[src/rtl/br_pkg.sv]
// +--------------------------------------------------------------------------+
// | Module      : br_pkg                                                      |
// | Description : Shared types and defaults for the br_param register file.   |
// | Revision    : 1.0 - initial release                                       |
// +--------------------------------------------------------------------------+
`default_nettype none

package br_pkg;

    typedef enum logic [0:0] {
        BR_IDLE  = 1'b0,
        BR_CLEAR = 1'b1
    } br_state_t;

    localparam int BR_WIDTH_DEF = 8;
    localparam int BR_DEPTH_DEF = 4;

endpackage

`default_nettype wire

[src/rtl/br_read_port.sv]
// +--------------------------------------------------------------------------+
// | Module      : br_read_port                                                |
// | Description : Registered read mux with range check, hold on !en,          |
// |               zero while busy and optional write-to-read forwarding.      |
// | Revision    : 1.0 - initial release                                       |
// +--------------------------------------------------------------------------+
`default_nettype none

module br_read_port #(
    parameter int WIDTH  = 8,
    parameter int DEPTH  = 4,
    parameter int AW     = $clog2(DEPTH),
    parameter bit BYPASS = 1'b0
) (
    input  logic             clk,
    input  logic             rst,
    input  logic             i_en,
    input  logic             i_busy,
    input  logic [AW-1:0]    i_addr,
    input  logic [WIDTH-1:0] i_mem [DEPTH],
    input  logic             i_wr_en,
    input  logic [AW-1:0]    i_wr_addr,
    input  logic [WIDTH-1:0] i_wr_data,
    output logic [WIDTH-1:0] o_data
);

    localparam logic [AW:0] c_DEPTH = (AW+1)'(DEPTH);

    logic             w_in_range;
    logic             w_hit;
    logic [WIDTH-1:0] r_data;

    assign w_in_range = ({1'b0, i_addr} < c_DEPTH);
    // i_wr_en is already qualified (idle, enabled, in range) by the owner of the array
    assign w_hit      = BYPASS && i_wr_en && (i_wr_addr == i_addr);

    always_ff @(posedge clk) begin
        if (rst) begin
            r_data <= '0;
        end else if (i_busy) begin
            r_data <= '0;
        end else if (i_en) begin
            if (!w_in_range) begin
                r_data <= '0;
            end else if (w_hit) begin
                r_data <= i_wr_data;
            end else begin
                r_data <= i_mem[i_addr];
            end
        end
    end

    assign o_data = r_data;

endmodule

`default_nettype wire

[src/rtl/br_param.sv]
// +--------------------------------------------------------------------------+
// | Module      : br_param                                                    |
// | Description : WIDTH x DEPTH register file, one write port, two registered |
// |               read ports, sequential clear sweep with Busy flag.          |
// |               Define BR_BYPASS_EN for write-to-read forwarding.           |
// | Revision    : 1.0 - initial release                                       |
// +--------------------------------------------------------------------------+
`default_nettype none

module br_param
    import br_pkg::*;
#(
    parameter int WIDTH = BR_WIDTH_DEF,
    parameter int DEPTH = BR_DEPTH_DEF,
    parameter int AW    = $clog2(DEPTH)
) (
    input  logic             clk,
    input  logic             rst,
    input  logic             En,
    input  logic             WE,
    input  logic [AW-1:0]    Dir_w,
    input  logic [WIDTH-1:0] Dato_e,
    input  logic [AW-1:0]    Dir_a,
    input  logic [AW-1:0]    Dir_b,
    input  logic             Clr,
    output logic [WIDTH-1:0] Dato_a,
    output logic [WIDTH-1:0] Dato_b,
    output logic             Busy
);

    localparam logic [0:0]    c_ST_IDLE  = BR_IDLE;
    localparam logic [0:0]    c_ST_CLEAR = BR_CLEAR;
    localparam logic [AW:0]   c_DEPTH    = (AW+1)'(DEPTH);
    localparam logic [AW-1:0] c_LAST     = AW'(DEPTH - 1);

`ifdef BR_BYPASS_EN
    localparam bit c_BYPASS = 1'b1;
`else
    localparam bit c_BYPASS = 1'b0;
`endif

    logic [WIDTH-1:0] r_mem [DEPTH];
    logic [0:0]       r_state;
    logic [AW-1:0]    r_ptr;
    logic             w_busy;
    logic             w_wr_ok;

    assign w_busy  = (r_state == c_ST_CLEAR);
    assign w_wr_ok = En && WE && !w_busy && ({1'b0, Dir_w} < c_DEPTH);

    always_ff @(posedge clk) begin
        if (rst) begin
            r_state <= c_ST_IDLE;
            r_ptr   <= '0;
        end else begin
            case (r_state)
                c_ST_IDLE: begin
                    if (Clr) begin
                        r_state <= c_ST_CLEAR;
                        r_ptr   <= '0;
                    end
                end
                c_ST_CLEAR: begin
                    if (r_ptr == c_LAST) begin
                        r_state <= c_ST_IDLE;
                    end
                    r_ptr <= r_ptr + AW'(1);
                end
                default: begin
                    r_state <= c_ST_IDLE;
                end
            endcase
        end
    end

    // A write coinciding with Clr lands first; the sweep that follows zeroes it.
    always_ff @(posedge clk) begin
        if (rst) begin
            for (int i = 0; i < DEPTH; i++) begin
                r_mem[i] <= '0;
            end
        end else if (w_busy) begin
            r_mem[r_ptr] <= '0;
        end else if (w_wr_ok) begin
            r_mem[Dir_w] <= Dato_e;
        end
    end

    br_read_port #(
        .WIDTH  (WIDTH),
        .DEPTH  (DEPTH),
        .AW     (AW),
        .BYPASS (c_BYPASS)
    ) u_rd_a (
        .clk       (clk),
        .rst       (rst),
        .i_en      (En),
        .i_busy    (w_busy),
        .i_addr    (Dir_a),
        .i_mem     (r_mem),
        .i_wr_en   (w_wr_ok),
        .i_wr_addr (Dir_w),
        .i_wr_data (Dato_e),
        .o_data    (Dato_a)
    );

    br_read_port #(
        .WIDTH  (WIDTH),
        .DEPTH  (DEPTH),
        .AW     (AW),
        .BYPASS (c_BYPASS)
    ) u_rd_b (
        .clk       (clk),
        .rst       (rst),
        .i_en      (En),
        .i_busy    (w_busy),
        .i_addr    (Dir_b),
        .i_mem     (r_mem),
        .i_wr_en   (w_wr_ok),
        .i_wr_addr (Dir_w),
        .i_wr_data (Dato_e),
        .o_data    (Dato_b)
    );

    assign Busy = w_busy;

endmodule

`default_nettype wire

[config.mk]
export PLATFORM = sky130hd
export DESIGN_NAME = br_param
export DESIGN_NICKNAME = d
export VERILOG_FILES = /design/src/rtl/br_pkg.sv /design/src/rtl/br_read_port.sv /design/src/rtl/br_param.sv
export SDC_FILE = /design/constraint.sdc
export NUM_CORES = 1
export LEC_CHECK = 0
export CORE_MARGIN = 10
export CORE_UTILIZATION = 25
export DETAILED_ROUTE_END_ITERATION = 8
export PLACE_DENSITY = 0.49
export SYNTH_ARGS = -nofsm -noshare
export SYNTH_HDL_FRONTEND = slang
export SYNTH_SLANG_ARGS = --single-unit
[constraint.sdc]
create_clock -name clk -period 1.6 [get_ports clk]
set_input_delay 0.32 -clock clk [delete_from_list [all_inputs] [get_ports clk]]
set_output_delay 0.32 -clock clk [all_outputs]
set_load 0.005 [all_outputs]
==> flow_summary.ini <==
[run_status]
outcome = finished, final reports clean

[grt]
antenna_found_initial = 0
grt_pass1_wl_mm = 9.56
grt_max_degree = 17
grt_usage = 0.0917
grt_overflow = 0
grt_pass1_vias = 1814

[clocking]
cts_root_buffer = clkbuf_8
clk_latency_ps = 310
cts_buffers = 5
clock-sinks = 51
clkTransAtPathRegs_ps = 90
cts.repair.resized = 0
holdBufCountCts = 0
cts_buffer_depth = 2
htree_num_levels = 2
cts_tree = done
postCtsSetupRepairBufs = 0

[routing]
viasPerCell = 4.60
wirelength_mm = 5.95
drt_iter0_drc = 46
via_count = 1652
wl_per_cell_microns = 16.6
final_antenna_net_count = 0
firstDrtPassIters = 4
drc = 0

[floorplan]
num_rows = 35
die_h_microns = 116
pin_count = 36
start_util = 0.254
core_area_sq_um = 9150
die_w_microns = 116
dieArea_sq_um = 13600

[worst_setup_path]
start_kind = flip-flop
crit_arrival_ps = 1210
crit_path_max_incr_delay_ps = 530
cp_max_fo = 2
cp_slowest_cell = clkdlybuf4s50_1
crit_required_ps = 1280
cpLargestDelayFamily = buffers and inverters
endpoint_kind = primary output
crit_type = reg -> out
cp.buffers_inverters = 1
crit_chain = clkdlybuf4s50_1

[logic_synthesis]
avgSynthCellArea_sq_um = 11.9
synth_seq_area_share = 0.439
synth.distinct_cells = 24
yosysWarnings = 0
yosys.area.top_type_share = 0.439
yosys.area.top_type = dfxtp_1
syn_area_sq_um = 2320
ys.flop_type = dfxtp_1
synthCells = 195
synth-seq-cells = 51
synthTopCellsByArea = dfxtp_1 44%, mux4_2 16%, mux2i_1 14%
synth-edff-count = 0
syn_nets = 219
synth_async_sr_flop_share = 0

[sta]
fin_crit_sh = 0.958
slew_violations = 0
min_period_ps = 1530
fmaxAchievable_mhz = 653
setup_viol = 0
tightest_slew_ps = 247
relSlewSlack = 0.835
hold_violations = 0
skew_ps = 9.35
tns_ps = 0
rsz0062_at_grt = false
worst_slack_ps = 67.8

[final_layout]
num_antenna_cells = 0
fillers = 885
area_growth_syn_to_layout_pct = 35.0
num-nets-final = 271
drive_gt1_frac = 0.222
final_cells = 359

[placement]
placed_cells = 351
globalplace.congestion = 0.754
pre_cts_ws_ps = -229
hpwl_mm = 4.30
io_buffers = 35

[power_and_ir_drop]
leakage_uw = 0.00122
powerDensity_nw_per_um2 = 823
ir_worst_vdd_mv = 0.403

[worst_hold_path]
hold_path.class = reg -> reg

[run]
max_cap_violations = 0
state kept, by name, indices dropped and copies added (netlist names):
signal and flops:
r_mem 32, u_rd_a.o_data 8, u_rd_b.o_data 8, r_ptr 2
Busy 1
cell usage after synthesis (all sizes together) (2+ instances only):
library cell / count
nor2: 4
ha: 5
dfxtp: 51
a21oi: 6
clkbuf: 3
mux2i: 33
inv: 3
a22o: 16
nor3: 2
nand2b: 9
buf: 8
nand2: 33
mux4: 16
nor3b: 2
metrics by stage:
stage | hold slack [ps] | power [uW] | util | instance area (sq um)
2_1_floorplan | 441 | 1480 | - | 2320
6_report | 473 | 2580 | 0.343 | 3140
3_5_place_dp | 462 | 1650 | 0.329 | 3010
4_1_cts | 479 | 2610 | 0.343 | 3140
5_1_grt | 500 | 2690 | 0.343 | 3140
3_3_place_gp | 452 | 1640 | 0.329 | 3010
kinds of logic (layout without fill, tap and decap cells):
family | count (synthesis) | count (layout) | synth area share
adder cells (fa/ha/maj) | 5 | 5 | 0.0269
flip-flops | 51 | 51 | 0.439
AO/OA/AOI/OAI | 22 | 22 | 0.0765
multiplexers | 49 | 49 | 0.297
buffers and inverters | 14 | 67 | 0.0345
AND/OR/NAND/NOR | 54 | 54 | 0.125
worst paths after layout:
check	slack (ps)	depth (start not counted)	start	endpoint
hold reg to reg	470	2	r_mem[11]$_SDFFE_PP0P_	r_mem[11]$_SDFFE_PP0P_
hold / removal	470	2	r_mem[11]$_SDFFE_PP0P_	r_mem[11]$_SDFFE_PP0P_
setup / recovery	70	1	u_rd_a.o_data[1]$_SDFFE_PP0P_	Dato_a[1]
setup reg to reg	300	6	r_ptr[0]$_SDFFE_PP0P_	r_mem[24]$_SDFFE_PP0P_
where the power goes:
group	switching [uW]	internal (uW)
combinational	139	167
sequential	16.2	1290
clock	455	515
layout make-up:
type | count | area, sq um | area share
multi-input cells | 130 | 1220 | 0.390
flip-flops and latches | 51 | 1020 | 0.326
repair buffers | 56 | 621 | 0.198
well taps | 111 | 139 | 0.0443
clock buffers | 6 | 82.6 | 0.0263
clock inverters | 2 | 38.8 | 0.0124
inverters | 3 | 11.3 | 0.00359
placed cells by master (no fill, tap or decap):
cell type,n
nand2_1,33
nor3_4,1
ha_1,5
bufinv_16,1
nor3_2,1
dfxtp_2,1
mux4_2,16
mux2i_1,33
nor2_1,3
nor4b_2,1
clkdlybuf4s50_1,35
clkbuf_8,6
buf_4,12
inv_1,3
dfxtp_1,50
a21oi_2,2
nor2b_2,1
inv_6,1
nand2b_4,1
a22o_1,16
nor2_2,1
nand4b_1,1
nand2b_1,8
nand4_2,1
buf_12,9
nor3b_1,2
a21oi_1,4
metal layers:
layer	up-vias	wire [microns]	GRT usage	part of all wire
met3	7	357	0.0277	0.060
li1	821	-	-	-
met5	-	0	0	0
met4	0	81	0.0309	0.014
met2	34	3000	0.158	0.50
met1	790	2510	0.105	0.42
(Power assumes the default switching activity.)
